$ cat src/rtl/riscv_div_unit_pkg.sv
// Shared types for the RV32M iterative divider: op encoding (funct3[1:0]) and FSM states.
package riscv_div_unit_pkg;

  typedef enum logic [1:0] {
    DIV_S   = 2'b00,
    DIVU_OP = 2'b01,
    REM_S   = 2'b10,
    REMU_OP = 2'b11
  } div_op_t;

  typedef enum logic [1:0] {
    IDLE = 2'b00,
    CALC = 2'b01,
    FIX  = 2'b10,
    DONE = 2'b11
  } div_state_t;

  function automatic logic op_is_signed(input div_op_t op);
    return ~op[0];
  endfunction

  function automatic logic op_is_rem(input div_op_t op);
    return op[1];
  endfunction

endpackage

$ cat src/rtl/riscv_div_negate.sv
// Combinational conditional two's-complement negate.
module riscv_div_negate #(
  parameter int N = 32
) (
  input  logic         neg,
  input  logic [N-1:0] a,
  output logic [N-1:0] y
);

  // y = -a when neg is set, otherwise a unchanged
  always_comb begin
    y = a;
    if (neg) begin
      y = ~a + N'(1);
    end else begin
      y = a;
    end
  end

endmodule

$ cat src/rtl/riscv_div_unit.sv
// Iterative radix-2 restoring divider for RV32M DIV/DIVU/REM/REMU; stalls EX through busy_o.
module riscv_div_unit
  import riscv_div_unit_pkg::*;
#(
  parameter int XLEN = 32
) (
  input  logic            clk,
  input  logic            reset_n,
  input  logic            start_i,
  input  logic [1:0]      op_i,
  input  logic [XLEN-1:0] dividend_i,
  input  logic [XLEN-1:0] divisor_i,
  input  logic            flush_i,
  output logic            busy_o,
  output logic            done_o,
  output logic [XLEN-1:0] result_o
);

  localparam int CNT_W = $clog2(XLEN);

  div_state_t      state_r;
  div_op_t         op_r;
  logic [CNT_W-1:0] cnt_r;
  logic [XLEN-1:0] rem_r;
  logic [XLEN-1:0] quot_r;
  logic [XLEN-1:0] dvs_r;
  logic            neg_q_r;
  logic            neg_r_r;
  logic            busy_r;
  logic            done_r;
  logic [XLEN-1:0] result_r;

  div_op_t         op_in_s;
  logic            neg_a_s;
  logic            neg_b_s;
  logic [XLEN-1:0] abs_a_s;
  logic [XLEN-1:0] abs_b_s;
  logic            div_zero_s;
  logic            ovf_s;
  logic [XLEN-1:0] special_res_s;
  logic [XLEN:0]   shift_s;
  logic [XLEN:0]   trial_s;
  logic [XLEN-1:0] q_fix_s;
  logic [XLEN-1:0] r_fix_s;
  logic [XLEN-1:0] fix_res_s;

  assign op_in_s    = div_op_t'(op_i);
  assign neg_a_s    = op_is_signed(op_in_s) & dividend_i[XLEN-1];
  assign neg_b_s    = op_is_signed(op_in_s) & divisor_i[XLEN-1];
  assign div_zero_s = (divisor_i == {XLEN{1'b0}});
  assign ovf_s      = op_is_signed(op_in_s)
                    & (dividend_i == {1'b1, {(XLEN-1){1'b0}}})
                    & (divisor_i == {XLEN{1'b1}});

  riscv_div_negate #(.N(XLEN)) u_abs_a (.neg(neg_a_s), .a(dividend_i), .y(abs_a_s));
  riscv_div_negate #(.N(XLEN)) u_abs_b (.neg(neg_b_s), .a(divisor_i),  .y(abs_b_s));
  riscv_div_negate #(.N(XLEN)) u_fix_q (.neg(neg_q_r), .a(quot_r),     .y(q_fix_s));
  riscv_div_negate #(.N(XLEN)) u_fix_r (.neg(neg_r_r), .a(rem_r),      .y(r_fix_s));

  // Architectural results for divide-by-zero and signed overflow, bypassing iteration
  always_comb begin
    special_res_s = {XLEN{1'b0}};
    if (div_zero_s) begin
      special_res_s = op_is_rem(op_in_s) ? dividend_i : {XLEN{1'b1}};
    end else if (ovf_s) begin
      special_res_s = op_is_rem(op_in_s) ? {XLEN{1'b0}} : dividend_i;
    end else begin
      special_res_s = {XLEN{1'b0}};
    end
  end

  // One restoring step: the shifted partial remainder needs XLEN+1 bits before the trial subtract
  always_comb begin
    shift_s = {1'b0, rem_r, quot_r[XLEN-1]};
    trial_s = shift_s - {1'b0, dvs_r};
  end

  // Pick quotient or remainder after sign fix-up
  always_comb begin
    fix_res_s = q_fix_s;
    case (op_r)
      DIV_S, DIVU_OP: fix_res_s = q_fix_s;
      REM_S, REMU_OP: fix_res_s = r_fix_s;
      default:        fix_res_s = q_fix_s;
    endcase
  end

  // Divider FSM with datapath and registered busy/done/result
  always_ff @(posedge clk or negedge reset_n) begin
    if (!reset_n) begin
      state_r  <= IDLE;
      op_r     <= DIV_S;
      cnt_r    <= {CNT_W{1'b0}};
      rem_r    <= {XLEN{1'b0}};
      quot_r   <= {XLEN{1'b0}};
      dvs_r    <= {XLEN{1'b0}};
      neg_q_r  <= 1'b0;
      neg_r_r  <= 1'b0;
      busy_r   <= 1'b0;
      done_r   <= 1'b0;
      result_r <= {XLEN{1'b0}};
    end else begin
      case (state_r)
        IDLE: begin
          done_r <= 1'b0;
          if (start_i && !flush_i) begin
            op_r    <= op_in_s;
            neg_q_r <= neg_a_s ^ neg_b_s;
            neg_r_r <= neg_a_s;
            cnt_r   <= {CNT_W{1'b0}};
            rem_r   <= {XLEN{1'b0}};
            quot_r  <= abs_a_s;
            dvs_r   <= abs_b_s;
            busy_r  <= 1'b1;
            if (div_zero_s || ovf_s) begin
              result_r <= special_res_s;
              done_r   <= 1'b1;
              state_r  <= DONE;
            end else begin
              state_r  <= CALC;
            end
          end else begin
            busy_r <= 1'b0;
          end
        end
        CALC: begin
          if (flush_i) begin
            busy_r  <= 1'b0;
            state_r <= IDLE;
          end else begin
            // A non-negative trial result keeps the subtraction and sets the quotient bit
            if (!trial_s[XLEN]) begin
              rem_r  <= trial_s[XLEN-1:0];
              quot_r <= {quot_r[XLEN-2:0], 1'b1};
            end else begin
              rem_r  <= shift_s[XLEN-1:0];
              quot_r <= {quot_r[XLEN-2:0], 1'b0};
            end
            cnt_r <= cnt_r + CNT_W'(1);
            if (cnt_r == CNT_W'(XLEN-1)) begin
              state_r <= FIX;
            end else begin
              state_r <= CALC;
            end
          end
        end
        FIX: begin
          if (flush_i) begin
            busy_r  <= 1'b0;
            state_r <= IDLE;
          end else begin
            result_r <= fix_res_s;
            done_r   <= 1'b1;
            state_r  <= DONE;
          end
        end
        DONE: begin
          busy_r  <= 1'b0;
          done_r  <= 1'b0;
          state_r <= IDLE;
        end
        default: begin
          busy_r  <= 1'b0;
          done_r  <= 1'b0;
          state_r <= IDLE;
        end
      endcase
    end
  end

  assign busy_o   = busy_r;
  assign done_o   = done_r;
  assign result_o = result_r;

endmodule

$ cat config.mk
export PLATFORM = sky130hd
export DESIGN_NAME = riscv_div_unit
export DESIGN_NICKNAME = d
export VERILOG_FILES = /design/src/rtl/riscv_div_unit_pkg.sv /design/src/rtl/riscv_div_negate.sv /design/src/rtl/riscv_div_unit.sv
export SDC_FILE = /design/constraint.sdc
export NUM_CORES = 1
export LEC_CHECK = 0
export BUFFER_PORTS_ARGS = -buffer_cell sky130_fd_sc_hd__buf_2
export CAP_MARGIN = 20
export CORE_ASPECT_RATIO = 0.8
export CORE_MARGIN = 10
export CORE_UTILIZATION = 35
export CTS_CLUSTER_DIAMETER = 80
export CTS_CLUSTER_SIZE = 20
export DETAILED_ROUTE_END_ITERATION = 10
export GPL_ROUTABILITY_DRIVEN = 0
export SLEW_MARGIN = 20
export SYNTH_ARGS = -nofsm -noshare
export SYNTH_HDL_FRONTEND = slang
export SYNTH_SLANG_ARGS = --single-unit
$ cat constraint.sdc
create_clock -name clk -period 7.4 [get_ports clk]
set_input_delay 0.74 -clock clk [delete_from_list [all_inputs] [get_ports clk]]
set_output_delay 0.74 -clock clk [all_outputs]
set_load 0.005 [all_outputs]
==> results.tsv, run 1 <==
stage	metric	value	unit
synthesis	Synth Area in Compound Gates	25.09	%
global_route	met2 Resource Use GR	27.05	%
synthesis	register area share after synthesis	32.05	%
power	clock share of power	16.3	%
synthesis	Synthesized Nets	1492	
synthesis	adder-cell share of the synthesized area	5.219	%
routing	via density per instance	5.459	
placement	PortBufs	103	
synthesis	fraction of registers with async set/reset	100.0	%
synthesis	syn avg cell area	7.939	µm²
clock_tree	Clock transition at path regs	0.07	ns
power	logic gate share of total power	57.4	%
die	die area	38750	µm²
die	core area	30600	µm²
routing	initial DRC count	738	
die	IO Count	104	
setup_path	CP Cell Sequence	inv_1, ha_1, fa_1, nand2b_1, a21oi_1, o21ai_0, a21boi_1, a311o_1, a31oi_1, o21bai_1, xor2_4, buf_4, nand2_1, o221ai_1	
timing	fmax	0.2342	GHz
cells_and_area	fill cell count	3113	
synthesis	xor-xnor portion of the synthesized cell area	11.46	%
timing	Slew Viols, Final	0	
timing	Slew @ Worst Pin	1.078	ns
global_route	antenna violations before repair	1	
timing	Setup Skew	0.01355	ns
setup_path	Crit path arrival time	4.61	ns
synthesis	multiplexer share of the synthesized area	2.781	%
power	Sw Share	46.61	%
global_route	GRT met1 Usage	22.33	%
setup_path	CP Launch Type	register	
cells_and_area	share of cells above drive strength 1	12.04	%
global_route	met3 GRT Util	2.895	%
power	P_int	2.917	mW
routing	via count	10142	
global_route	Total GRT Usage	16.48	%
synthesis	largest family of logic cells by synthesized area	compound AO/OA/AOI/OAI gates	
setup_path	crit path max fanout	31	
power	Switching Power	2.547	mW
clock_tree	CTS root buf	clkbuf_16	
status	status	finished clean	
routing	DRT Pass-1 Iters	5	
synthesis	Synth Cell Area	10930	µm²
clock_tree	TritonCTS Buffers	17	
power	Flop pwr share	26.3	%
setup_path	critical path class	reg2reg	
placement	DP Wirelength	23680	µm
cells_and_area	Nets	1548	
synthesis	flop and latch count out of synthesis	140	
global_route	vias in the first global route	9684	
clock_tree	# Post-CTS Setup Buffers	0	
run	Max-Cap Viols	0	
clock_tree	# resized after CTS	0	
global_route	largest net degree at the start of global routing	78	
routing	Routed Antenna Nets	0	
routing	DRC	0	
timing	hold violation count in the final report	0	
timing	fin crit share	57.69	%
cells_and_area	Area Overhead vs Synth	13.41	%
timing	Max-slew headroom	28.11	%
die	Die H	178.1	µm
setup_path	CP delay by family, top	compound AO/OA/AOI/OAI gates	
global_route	first-pass GRT wire length	52160	µm
clock_tree	CTS tree	yes	
setup_path	WP buf/inv	2	
synthesis	Cells after Synth	1377	
cells_and_area	ANT cells	0	
die	die width	217.6	µm
power	Peak VDD IR	0.2257	mV
timing	setup TNS	0	ns
clock_tree	hold_buf cts	0	
routing	WL/cell	17.34	µm
setup_path	Crit-path slowest cell	buf_4	
power	total power	5.464	mW
synthesis	number of synthesized flops with an enable pin	0	
clock_tree	worst-skew pair later-pin latency	0.44	ns
setup_path	Worst path max stage delay	0.49	ns
clock_tree	H-tree depth	4	
synthesis	Ys Warns	0	
power	Lkg Pwr	5.534	nW
clock_tree	Clock Path Buffers	2	
clock_tree	clock sink count	140	
timing	final period demand of the worst path	4.269	ns
synthesis	Synth cell types	66	
global_route	global route overflow	0	
global_route	grt peak-use layer	met2	
synthesis	predominant post-synthesis flop cell	dfrtp_1	
routing	Routed WL	32220	µm
timing	RSZ-0062 raised after global routing	no	
setup_path	required time of the critical path	7.74	ns
die	Initial Utilization	35.73	%
setup_path	CP endpoint kind	register	
power	PD cells	440.7	nW/µm²
timing	Setup-failing EPs final	0	
synthesis	Synth Area in Simple Gates	18.67	%
worst_hold_path	Hold Crit Class	in2async	
die	row count	57	
## power groups by stage
stage               clock (mW)  sequential (mW)  combinational, mW
floorplan                    0             1.31               2.46
global placement             0             1.44               3.08
detailed placement           0             1.45               3.11
CTS                      0.903             1.44               3.14
global route             0.936             1.49               3.53
finish                   0.891             1.44               3.14
## cell families (layout without fill, tap and decap cells)
logic type      count (synthesis)  count (layout)
simple gates                  429             429
xor+xnor                      143             143
buf+inv                       135             203
flops                         140             140
mux                            30              30
fa+ha+maj                      45              45
compound gates                455             455
## sequential cells by signal, summed over array words and instances (netlist names)
signal,count
state_r,2
done_o,1
op_r,1
rem_r,32
cnt_r,5
busy_o,1
neg_q_r,1
dvs_r,32
result_o,32
neg_r_r,1
quot_r,32
## area by class of cell
type                       count  area, µm²  area share [%]
sequential                   140       3503           28.26
clock inverter                12      147.6           1.191
tap                          413      516.7           4.168
timing repair buffer         115      615.6           4.965
clock buffer                  19      442.9           3.573
multi-input combinational   1102       6958           56.12
inverter                      57      214.0           1.726
## layout by cell type, fill, tap and decap left out, types with 11 or more instances in the layout
cell       netlist  routed
ha_1            44      43
a21o_1          38      37
nor2_1          82      81
mux2i_1         27      27
a21oi_1        109     109
a221oi_1        20      20
nand2_1        196     195
xor2_1          69      68
buf_2            6     102
nor3_1          14      14
or3_1           24      24
o41ai_1         11      11
clkbuf_16        0      17
buf_4            1      11
xnor2_1         74      74
dfrtp_1        140     140
nand4_1         18      18
or4_1           11      11
nand3_1         13      13
inv_1           57      57
o21ai_0        189     189
o31ai_1         30      30
nand2b_1        15      15
## worst reg2reg max path: stages, from the launching register on
cell,delay [ns]
dfrtp_1,0.35
inv_1,0.13
ha_1,0.27
fa_1,0.41
nand2b_1,0.19
a21oi_1,0.19
o21ai_0,0.16
a21boi_1,0.36
a311o_1,0.34
a31oi_1,0.13
o21bai_1,0.32
xor2_4,0.32
buf_4,0.49
nand2_1,0.25
o221ai_1,0.26
## per-stage QoR
stage | std cells | util (%) | hold slack [ns] | cell area (µm²) | setup slack, ns
CTS | 1857 | 40.47 | 0.3874 | 12380 | 3.195
global placement | 1826 | 38.54 | 0.4599 | 11790 | 2.999
detailed placement | 1826 | 38.54 | 0.4627 | 11790 | 2.902
finish | 1858 | 40.52 | 0.3511 | 12400 | 3.131
global route | 1858 | 40.52 | 0.4178 | 12400 | 2.815
floorplan | 1377 | - | 0.4444 | 10930 | 3.919
## Yosys cell counts, drive strengths merged, types with 8 or more instances
master,instances,area [µm²]
a31oi,10,62.56
or3,24,150.1
dfrtp,140,3503
or4,15,127.6
nand3,13,65.06
inv,57,214.0
mux2i,27,270.3
nor2b,10,62.56
nor4,8,56.30
nand2b,17,121.4
nor3,15,80.08
o41ai,13,128.9
o21ai,194,974.7
and3,10,62.56
a221oi,20,175.2
clkbuf,63,236.5
nand2,196,735.7
nand4,18,112.6
xor2,69,604.3
ha,44,550.5
a21oi,109,545.5
xnor2,74,648.1
o31ai,31,237.7
a21o,38,285.3
buf,15,67.57
nor2,82,307.8
## layer usage
layer	wire length, µm	vias up
met3	1332	29
met2	15180	213
li1	-	5013
met1	15390	4887
met4	319	0
met5	0	-
## path summary, 6_finish.rpt
kind                              from            to  slack (ns)  depth (start not counted)
setup / recovery            quot_r[31]     rem_r[29]        3.13                         14
hold / removal                 reset_n  result_o[24]        0.35                          1
setup reg to reg            quot_r[31]     rem_r[29]        3.13                         14
hold reg to reg            result_o[6]   result_o[6]        0.48                          1
max in group asynchronous      reset_n      rem_r[8]        5.64                          2
min in group clk           result_o[6]   result_o[6]        0.48                          1
Note: power is estimated with default switching activity, not from simulation.
==> inputs of run 2 (changes only) <==
==> constraint.sdc (replaced) <==
create_clock -name clk -period 3.7 [get_ports clk]
set_input_delay 0.37 -clock clk [delete_from_list [all_inputs] [get_ports clk]]
set_output_delay 0.37 -clock clk [all_outputs]
set_load 0.005 [all_outputs]
==> run 2 against run 1 <==
Effect of this change:
- clock-buffer cell count rose by 1
- core utilization rose by 0.74 points
- clock power up 90%
- combinational power rose by 110%
- worst hold slack got worse by 0.34 ns
- critical path type unchanged
- critical path depth grew 1
- cell count up 1.6%
- power is 100% higher
- first-iteration DRC count is 7.3% higher
- routed wire length up 0.47%
==> results.tsv, run 2 (same netlist as run 1, synthesis figures left out) <==
stage	metric	value	unit
cells_and_area	fin cells	1888	
cells_and_area	share of cells above drive strength 1	13.69	%
timing	final period demand of the worst path	3.462	ns
routing	DRC	0	
clock_tree	TritonCTS Buffers	17	
setup_path	CP Launch Type	register	
global_route	Total GRT Usage	16.66	%
run	Max-Cap Viols	0	
cells_and_area	most frequent cells in the layout	nand2_1, o21ai_0, dfrtp_1, a21oi_1, buf_2	
cells_and_area	fill cell count	3158	
placement	post-place setup slack	-0.07434	ns
global_route	antenna violations before repair	0	
timing	Setup Skew	0.01444	ns
clock_tree	H-tree depth	4	
cells_and_area	most common cell after layout, fill and taps aside	nand2_1	
timing	Setup WS post-layout	0.2375	ns
worst_hold_path	Hold Crit Class	in2async	
cells_and_area	fin util	41.27	%
power	total power	11.16	mW
die	IO Count	104	
routing	Routed WL	32370	µm
routing	initial DRC count	792	
routing	Routed Antenna Nets	0	
cells_and_area	Design Area, Final	12630	µm²
die	die area	38750	µm²
clock_tree	Clock transition at path regs	0.06	ns
routing	via density per instance	5.385	
routing	WL/cell	17.14	µm
global_route	global route overflow	0	
clock_tree	CTS root buf	clkbuf_16	
timing	Slew @ Worst Pin	1.020	ns
timing	hold_ws	0.008302	ns
power	Peak VDD IR	0.4202	mV
cells_and_area	Area Overhead vs Synth	15.50	%
timing	Slew Viols, Final	0	
routing	via count	10166	
setup_path	CP endpoint kind	register	
die	die width	217.6	µm
die	row count	57	
setup_path	critical path class	reg2reg	
global_route	largest net degree at the start of global routing	89	
clock_tree	worst-skew pair later-pin latency	0.44	ns
timing	RSZ-0062 raised after global routing	no	
timing	hold violation count in the final report	0	
setup_path	required time of the critical path	4.02	ns
clock_tree	Clock Path Buffers	2	
timing	Setup-failing EPs final	0	
timing	fin crit share	93.58	%
setup_path	crit path max fanout	15	
status	status	finished clean	
routing	DRT Pass-1 Iters	7	
cells_and_area	Storage cell area	3503	µm²
global_route	vias in the first global route	9743	
timing	setup TNS	0	ns
cells_and_area	Nets	1577	
die	Initial Utilization	35.73	%
placement	dpl cell area	12050	µm²
clock_tree	clock sink count	140	
power	PD cells	883.6	nW/µm²
timing	Max-slew headroom	32.01	%
die	Die H	178.1	µm
placement	PortBufs	103	
placement	DP Wirelength	24520	µm
power	Lkg Pwr	5.682	nW
cells_and_area	Multi-input gate area	6964	µm²
die	core area	30600	µm²
timing	fmax	0.2888	GHz
clock_tree	CTS tree	yes	
global_route	first-pass GRT wire length	52690	µm
placement	Cell Count Post-Placement	1855	
setup_path	Crit path arrival time	3.78	ns
cells_and_area	ANT cells	0	
## run 2: final timing paths
path / startpoint / to / slack, ns / depth (start not counted)
setup / recovery: quot_r[31] / rem_r[3] / 0.24 / 15
hold / removal: reset_n / result_o[25] / 0.008 / 1
setup reg to reg: quot_r[31] / rem_r[3] / 0.24 / 15
hold reg to reg: result_o[22] / result_o[22] / 0.48 / 2
max in group asynchronous: reset_n / result_o[8] / 2.85 / 2
min in group clk: op_i[0] / neg_q_r / 0.26 / 2
## run 2: repair_timing
action	CTS	global route
hold buffers	0	0
setup endpoints to repair	0	50
setup buffers	0	1
gates resized for setup	0	2
## run 2: cell type report
type,instances,area share (%)
inverters,57,1.695
flip-flops and latches,140,27.75
clock inverters,12,0.9811
multi-input cells,1102,55.16
repair buffers,144,6.867
clock buffers,20,3.459
well taps,413,4.093
## run 2: worst max-delay path: stages, from the launching register on
cell	delay [ns]
dfrtp_1	0.36
inv_1	0.06
ha_1	0.22
fa_1	0.40
nand2b_1	0.18
a21oi_1	0.16
o21ai_0	0.15
a21boi_2	0.28
a311o_1	0.31
a31oi_1	0.11
o21bai_1	0.13
buf_4	0.15
xor2_4	0.31
buf_12	0.22
mux2i_1	0.21
o21ai_0	0.09
## run 2: power breakdown
part	switching, mW	internal [mW]	total, mW
Combinational	3.74	2.87	6.61
Sequential	0.739	2.12	2.86
Clock	0.699	0.986	1.69
## run 2: routing by layer
metal / up-vias / track usage [%] / share of wire [%]
met2: 188 / 26.71 / 47
met1: 4865 / 22.39 / 48
met4: 0 / 4.420 / 1.6
met5: - / 0 / 0
li1: 5077 / - / -
met3: 36 / 3.335 / 3.8
